<file path="src/rtl/hs_pkg.sv">
// Shared definitions for the 4-phase req/ack bundled-data CDC handshake.
// Latency: n/a (types and constants only).
// Backpressure: n/a.
package hs_pkg;

    // Handshake FSM state, 1-bit encoding; shared with the source-side transmitter.
    typedef enum logic {
        IDLE = 1'b0,
        ACK  = 1'b1
    } hs_state_t;

    // Fewest synchroniser flops that still give a usable MTBF.
    localparam int HS_SYNC_MIN = 2;

endpackage

</file>
<file path="src/rtl/hs_sync_ff.sv">
// N-flop level synchroniser for a single asynchronous control bit.
// Latency: N clk edges from din change to dout change.
// Backpressure: none; a level is passed through unconditionally.
module hs_sync_ff
    import hs_pkg::*;
#(
    parameter int N = HS_SYNC_MIN
) (
    input  logic clk,
    input  logic rst,
    input  logic din,
    output logic dout
);

    logic [N-1:0] stages;

    // Shift the asynchronous level through the flop chain; first stage may go metastable.
    always_ff @(posedge clk or posedge rst) begin
        if (rst) begin
            stages <= '0;
        end else begin
            stages <= {stages[N-2:0], din};
        end
    end

    assign dout = stages[N-1];

endmodule

</file>
<file path="src/rtl/hs_rx_responder.sv">
// Destination end of the 4-phase req/ack CDC handshake: sync req, capture word, ack, emit valid/ready.
// Latency: req_i rise to ack_o/out_valid_o high is SYNC_STAGES+1 edges; req_i fall to ack_o low likewise.
// Backpressure: ack is withheld while the output register holds an unaccepted word. Option: HS_RX_PARITY_EN.
module hs_rx_responder
    import hs_pkg::*;
#(
    parameter int DW          = 8,
    parameter int SYNC_STAGES = 2
) (
    input  logic          clk_i,
    input  logic          rst_i,
    input  logic          req_i,
    input  logic [DW-1:0] data_i,
    output logic          ack_o,
    output logic          out_valid_o,
    output logic [DW-1:0] out_data_o,
    input  logic          out_ready_i,
`ifdef HS_RX_PARITY_EN
    input  logic          par_i,
    output logic          par_err_o,
`endif
    output logic          busy_o
);

    hs_state_t state;
    hs_state_t state_nxt;
    logic      req_s;
    logic      slot_free;
    logic      capture;
    logic      ack_nxt;

    // Only the request level crosses through flops; data_i is held stable by the protocol.
    hs_sync_ff #(
        .N (SYNC_STAGES)
    ) u_req_sync (
        .clk  (clk_i),
        .rst  (rst_i),
        .din  (req_i),
        .dout (req_s)
    );

    // The output register can take a new word if empty or being drained this cycle.
    assign slot_free = !out_valid_o || out_ready_i;

    // Next-state and capture decision; a new request is only honoured from IDLE.
    always_comb begin
        state_nxt = state;
        capture   = 1'b0;
        ack_nxt   = 1'b0;
        case (state)
            IDLE: begin
                if (req_s && slot_free) begin
                    capture   = 1'b1;
                    ack_nxt   = 1'b1;
                    state_nxt = ACK;
                end
            end
            ACK: begin
                ack_nxt = 1'b1;
                if (!req_s) begin
                    ack_nxt   = 1'b0;
                    state_nxt = IDLE;
                end
            end
            default: begin
                state_nxt = IDLE;
            end
        endcase
    end

    // Handshake state and registered acknowledge back to the source domain.
    always_ff @(posedge clk_i or posedge rst_i) begin
        if (rst_i) begin
            state <= IDLE;
            ack_o <= 1'b0;
        end else begin
            state <= state_nxt;
            ack_o <= ack_nxt;
        end
    end

    // Output register: a capture wins over a concurrent accept so no word is lost.
    always_ff @(posedge clk_i or posedge rst_i) begin
        if (rst_i) begin
            out_valid_o <= 1'b0;
            out_data_o  <= '0;
        end else if (capture) begin
            out_valid_o <= 1'b1;
            out_data_o  <= data_i;
        end else if (out_ready_i) begin
            out_valid_o <= 1'b0;
        end
    end

`ifdef HS_RX_PARITY_EN
    // One-cycle error flag aligned with the captured word; the word is still delivered.
    always_ff @(posedge clk_i or posedge rst_i) begin
        if (rst_i) begin
            par_err_o <= 1'b0;
        end else begin
            par_err_o <= capture && (^{data_i, par_i});
        end
    end
`endif

    assign busy_o = (state != IDLE);

endmodule

</file>
<file path="config.mk">
export PLATFORM = sky130hd
export DESIGN_NAME = hs_rx_responder
export DESIGN_NICKNAME = d
export VERILOG_FILES = /design/src/rtl/hs_pkg.sv /design/src/rtl/hs_sync_ff.sv /design/src/rtl/hs_rx_responder.sv
export SDC_FILE = /design/constraint.sdc
export NUM_CORES = 1
export LEC_CHECK = 0
export CAP_MARGIN = 0
export CORE_AREA = 2 2 39 41
export CTS_CLUSTER_SIZE = 8
export DETAILED_ROUTE_END_ITERATION = 10
export DIE_AREA = 0 0 41 43
export GPL_TIMING_DRIVEN = 0
export PLACE_DENSITY = 0.75
export SKIP_CTS_REPAIR_TIMING = 1
export SLEW_MARGIN = 20
export SYNTH_ARGS = -nofsm -noshare
export SYNTH_HDL_FRONTEND = slang
export SYNTH_SLANG_ARGS = --single-unit
</file>
<file path="constraint.sdc">
create_clock -name clk_i -period 1.9 [get_ports clk_i]
set_clock_uncertainty 0.15 [all_clocks]
set_input_delay 0.57 -clock clk_i [delete_from_list [all_inputs] [get_ports clk_i]]
set_output_delay 0.57 -clock clk_i [all_outputs]
set_load 0.03 [all_outputs]
</file>
After elaboration in Yosys (flattened, before gate mapping):

Index checks and enable logic that the tools add are counted.
W data, S select, Z words.

* register bits: 12
* bits of input ports: 12
* output and inout port bits: 11
* word-level logic and storage cells: 15

* multiplexer cells: 6
* bitwise logic cells: 1
* reduce and logical (&&, ||, !) cells: 4

Operators by type and width (number)
* $mux W1: 5
* $pmux W1 S2: 1
* $reduce_bool A2 Y1: 1
* $logic_and A1 B1 Y1: 1
* $logic_not A1 Y1: 1
* $logic_or A1 B1 Y1: 1
* $not A1 Y1: 1

Longest topological paths before layout:

Gate-level depths: netlist (run 1).

* word-level depth: 6
* gate-level depth with buffers: 3
* depth with buffers taken out: 3

Cells and area by module:

Synthesis (run 1) repeated with hierarchy kept, for this count alone.

* cell total of the unflattened synthesis: 29
* area, all modules: 449.2 um2

By module, submodules not included
* hs_rx_responder: instances 1, cells each 26, area an instance 395.4 um2, seq. area each 250.2 um2
* hs_sync_ff: instances 1, cells each 3, area an instance 53.8 um2, seq. area each 50.0 um2

Worst setup path before layout (run 1):

OpenSTA, ideal clock, no wires.

* kind: input to register
* from: input port out_ready_i
* to: register out_data_o[0]
* library setup time: 125 ps
* data arrival time: 1377 ps
* required time: 1625 ps
* path slack: 248 ps
* stages: 3
* buffers on the path: 0
* path through: nand2b_2 > nor3b_4 > mux2_2

* cells in the longest elaborated chain, start to end: 4

RTL lines
* start: declaration: line hs_rx_responder.sv:17 `input logic out_ready_i,`
* $logic_or A1 B1 Y1: line hs_rx_responder.sv:43 `assign slot_free = !out_valid_o || out_ready_i;`
* $logic_and A1 B1 Y1: line hs_rx_responder.sv:52 `if (req_s && slot_free) begin`
* $mux W1: line hs_rx_responder.sv:52
* $mux W1: line hs_rx_responder.sv:50 `case (state)`
* end signal: assignment: line hs_rx_responder.sv:89 `out_data_o <= data_i;`
* end: declaration: line hs_rx_responder.sv:16 `output logic [DW-1:0] out_data_o,`

No other way between the ends.
A chain may end at the register's enable or synchronous reset.

Worst setup path in the final report (run 1):

* from: input port out_ready_i
* to: register out_data_o[4]

Same word-level chain as after synthesis.

==> summary.md, run 1 <==
| Metric | Value |
|---|---|
| Top-Level Pins | 23 |
| # DRC | 0 |
| PortBufs | 22 |
| Reg2Reg Capture Point | out_data_o[4] |
| Final Max Tran Viols | 0 |
| Htree depth | 1 |
| Post-layout worst setup margin | about 0.06 ns |
| Vias in the first global route | ~330 |
| Rows | 14 |
| Post-synth top area cell | dfrtp_1 |
| Critical path fanouts, max | 8 |
| WL final | roughly 920 µm |
| CP Capture Point | out_data_o[4] |
| Sink Count | 12 |
| Fin crit share | roughly 97% |
| Max Root-Sink Buffers | 2 |
| Antenna-violating nets left | 0 |
| GR Util All Layers | between 10% and 20% |
| Syn Inst Count | 28 |
| First-pass GRT wire length | between 1000 and 1500 µm |
| Initial antenna violation count | 0 |
| Final Hold Viols | 0 |
| Grt ovf | 0 |
| Setup violators final | 0 |
| FF-to-FF path depth | 3 |
| Gp weighted congestion | ~0.6 |
| Top post-synthesis cells by area | dfrtp_1, mux2_2, nor3b_4, nand2b_2, buf_4 |
| Crit. End Element | flop |
| Layout cells sized above 1 | about 28% |
| Core area | 0.00138 mm² |
| DR vias | 310 |
| Critical Path Max Stage Delay | roughly 0.44 ns |
| CP Launch Type | input port |
| Layout area overhead | 69.7% |
| Seq/Total Area, Yosys | 67.4% |
| Yosys reg bits | 12 |
| Leak pwr | around 0.41 nW |
| CTS Root Cell | clkbuf_4 |
| Critical R2R Launch | busy_o |
| Fmax | roughly 540 MHz |
| Post-synth top area share | 67.4% |
| DR iter-0 viols | 5 |
| Cell Pwr Density | between 900 and 1000 mW/mm² |
| Hold Slack | 0.209 ns |
| Pin count of the biggest net entering global routing | 13 |
| Core Util, Final | between 50 and 60% |
| DR WL/cell | around 13 µm |
| Die area | 0.00176 mm² |
| Avg Inst Size Synth | around 16 µm² |
| Cell Chain, Critical Path | clkdlybuf4s50_1 > nand2b_2 > nor3b_4 > buf_12 > mux2_2 |
| Max cap viols | 0 |
| Die width | around 40 µm |
| Pre-CTS WS | -0.362 ns |
| RSZ-0062 raised after global routing | false |
| Maximum vdd drop | roughly 0.00045 V |
| Num CTS Buffers | 3 |
| Max-Slew Margin vs Limit | 71.4% |
| Synth top cells by count | dfrtp_1, mux2_2, inv_1, nor2_1 |
| Vias per cell | ~4.4 |
| Antenna Cells | 0 |
| Crit path from | out_ready_i |
| Worst-Skew Late Latency | roughly 0.26 ns |
| Worst min path class | flop to flop |
| Drt first pass iters | 3 |
| Worst EP arrival | approximately 1.8 ns |
| Initial Util | 32.2% |
| Worst Path Required | about 1.9 ns |
| Post-Syn Nets | 40 |
| Worst-path clk slew | roughly 0.070 ns |
| Most numerous cell in the Yosys netlist | dfrtp_1 |
| Actual slew at the worst max-slew pin | roughly 0.43 ns |
| Status | finished, final reports clean |
| CP max-delay cell | clkdlybuf4s50_1 |
| Synth async-reset ratio | 100% |
| Final min period | around 1.8 ns |
| WS Path Type | input port to flop |
| Number of flops mapped to enable cells by yosys | 0 |
| Prevailing post-synth register cell | dfrtp_1 |
| Final net count | about 70 |
| Cell area after synthesis | roughly 450 µm² |
| Clock tree from TritonCTS | built |
| R2r setup slk | 0.46 ns |
| Warnings from Yosys | 0 |
| Yosys cell types | 8 |
| Chip height | approximately 43 µm |
[cell families (layout without fill, tap and decap cells)]
kind of cell | count (synthesis) | after routing | share of synthesized area, %
buffers and inverters | 3 | 29 | 3.37
multiplexers | 8 | 8 | 20.2
flip-flops | 12 | 12 | 67.4
AND/OR/NAND/NOR | 4 | 4 | 7.87
AO/OA/AOI/OAI | 1 | 1 | 1.12
[through the flow]
stage	area (µm²)	TNS (ns)	total power, mW	std cells
2_1_floorplan	445	0	0.455	28
3_3_place_gp	686	-2.72	0.566	66
3_5_place_dp	686	-2.81	0.573	66
4_1_cts	708	-2.14	0.725	69
5_1_grt	756	0	0.747	70
6_report	756	0	0.715	70
[layer usage]
layer	GRT usage [%]	vias to the layer above	wire, µm
li1	-	143	-
met5	0	-	0
met2	19.1	3	559
met4	12.0	0	0
met3	3.14	0	6
met1	14.3	164	348
[state kept, by name, indices dropped and copies added, names as in the netlist]
register	cells
out_valid_o	1
busy_o	1
out_data_o	8
u_req_sync.stages	2
[cell usage in the layout (no fill, tap or decap)]
master	instances
dfrtp_1	12
clkbuf_4	3
clkdlybuf4s50_1	11
dlymetal6s2s_1	11
nor3b_4	1
nor2_1	2
mux2_2	8
buf_12	1
nand2b_2	1
buf_4	1
o21ai_0	1
inv_1	2
[area by class of cell]
class	instances	area, µm²
clock buffers	3	22.5
multi-input cells	13	130
flip-flops and latches	12	300
repair buffers	23	268
plain buffers	1	7.51
inverters	2	7.51
fillers	119	628
well taps	16	20.0
[worst min path at each step]
stage / to / slack (ns) / depth (start not counted) / from
6_report: u_req_sync.stages[1] / 0.21 / 0 / u_req_sync.stages[0]
5_1_grt: u_req_sync.stages[1] / 0.22 / 0 / u_req_sync.stages[0]
4_1_cts: u_req_sync.stages[1] / 0.20 / 0 / u_req_sync.stages[0]
3_5_place_dp: u_req_sync.stages[1] / 0.19 / 0 / u_req_sync.stages[0]
3_3_place_gp: u_req_sync.stages[1] / 0.18 / 0 / u_req_sync.stages[0]
2_1_floorplan: u_req_sync.stages[1] / 0.18 / 0 / u_req_sync.stages[0]
[power breakdown]
part	internal (mW)	leakage [nW]	switching, mW	total, mW
Clock	0.0733	0.0138	0.0778	0.151
Combinational	0.121	0.258	0.126	0.247
Sequential	0.296	0.140	0.0209	0.317
Total	0.490	0.412	0.225	0.715
[critical path: cells and delay by family]
family                 cells  cell delay [ns]
AND/OR/NAND/NOR            2             0.34
multiplexers               1             0.34
buffers and inverters      2             0.59
(Power assumes the default switching activity.)
==> run 2, diff against run 1 <==
--- a/config.mk
+++ b/config.mk
@@ -5,7 +5,7 @@
 export SDC_FILE = /design/constraint.sdc
 export NUM_CORES = 1
 export LEC_CHECK = 0
-export CAP_MARGIN = 0
+export CAP_MARGIN = 20
 export CORE_AREA = 2 2 39 41
 export CTS_CLUSTER_SIZE = 8
 export DETAILED_ROUTE_END_ITERATION = 10
==> results of run 2 <==
Final layout, timing and power as in run 1 (identical DEF).
==> RTL edit (settings of run 1) <==
The option `HS_RX_PARITY_EN` is turned on by a define.
--- a/src/rtl/hs_rx_responder.sv
+++ b/src/rtl/hs_rx_responder.sv
@@ -2,4 +2,6 @@
 // Latency: req_i rise to ack_o/out_valid_o high is SYNC_STAGES+1 edges; req_i fall to ack_o low likewise.
 // Backpressure: ack is withheld while the output register holds an unaccepted word. Option: HS_RX_PARITY_EN.
+`define HS_RX_PARITY_EN
+
 module hs_rx_responder
     import hs_pkg::*;
Ports: changed (added par_err_o and par_i); port bits go from 23 to 25. The function was not compared with the original's and may differ.
==> RTL edit against run 1 <==
Setup slack gained 0.057 ns; critical path depth shrank 1; wire length grew 14%; sequential power grew 7.3%; sequential cell count grew 1; design area grew 15%; power grew 12%; synthesized area grew 24%; global-route usage grew 0.22 points; critical path type unchanged.
==> RTL edit: results (changes against run 1) <==
clkLatencyLatePin_ns: 0.28  # +0.02 ns
status: "completed"
slowest_delay_ns: 0.50  # +0.06 ns
area_delta_synth_final_pct: 57.5
dp_cells: 76  # +15%
routed-wl-met3_um: 71  # +1100%
r2r_end: "out_data_o[6]"
globalRouteMet2Util: 0.197  # +0.00625
whs_ns: 0.198  # -0.0107 ns
firstDrtPassIters: 4  # +1
peakVddDrop_uv: 462  # +2.0%
io_buffers: 24  # +9.1%
dr.first_iter.drc_count: 6  # +1
n_fill_cell: 116  # -2.5%
met1_usage: 0.164  # +0.0210
place_ws_ns: -0.177  # +0.185 ns
route.met2.wl_um: 546  # -2.3%
path_delay_family: "XOR/XNOR gates"
ys_seq_area_frac: 0.591  # -0.0832
nets: 78  # +15%
dr.max_layer_used: "met4"
relSlewSlack: 0.688  # -0.0253
synth_commonest_cells: "dfrtp_1 (13), mux2_2 (8), xnor2_1 (2), xnor3_1 (2)"
worstSetupStartpoint: "data_i[2]"
grt_pass1_vias: 351  # +7.3%
grt_usage: 0.132  # +0.00218
synthTopCellsByArea: "dfrtp_1 (59%), mux2_2 (16%), xnor3_1 (8.2%), xnor2_1 (3.2%), mux2i_1 (1.8%)"
-- RTL edit: changes by cell type after synthesis, sizes merged, moves of 2 or more --
cell,run 1,this run
nand2,0,2
nor2,2,0
xnor2,0,2
xnor3,0,2
-- RTL edit: area by class of cell --
type                    instances  area [µm²]  share of cell area
flip-flops and latches         13         325               0.375
repair buffers                 24         270               0.312
multi-input cells              21         214               0.247
clock buffers                   4        26.3              0.0303
well taps                      16        20.0              0.0231
plain buffers                   1        7.51             0.00866
inverters                       1        3.75             0.00433
-- RTL edit: power by group --
part	switching, mW	total (mW)	leakage [nW]	internal (mW)
sequential	0.0195	0.340	0.155	0.320
clock	0.0902	0.172	0.0150	0.0814
combinational	0.147	0.291	0.322	0.144
-- RTL edit: kinds of logic (layout without fill, tap and decap cells) --
group,after synthesis,after routing,share of synthesized area
AOI/OAI and AO/OA,1,1,0.0136
xor gates and xnor gates,5,5,0.130
and+or+nand+nor,6,6,0.0636
DFF,13,13,0.591
buffers and inverters,2,30,0.0205
muxes,9,9,0.182
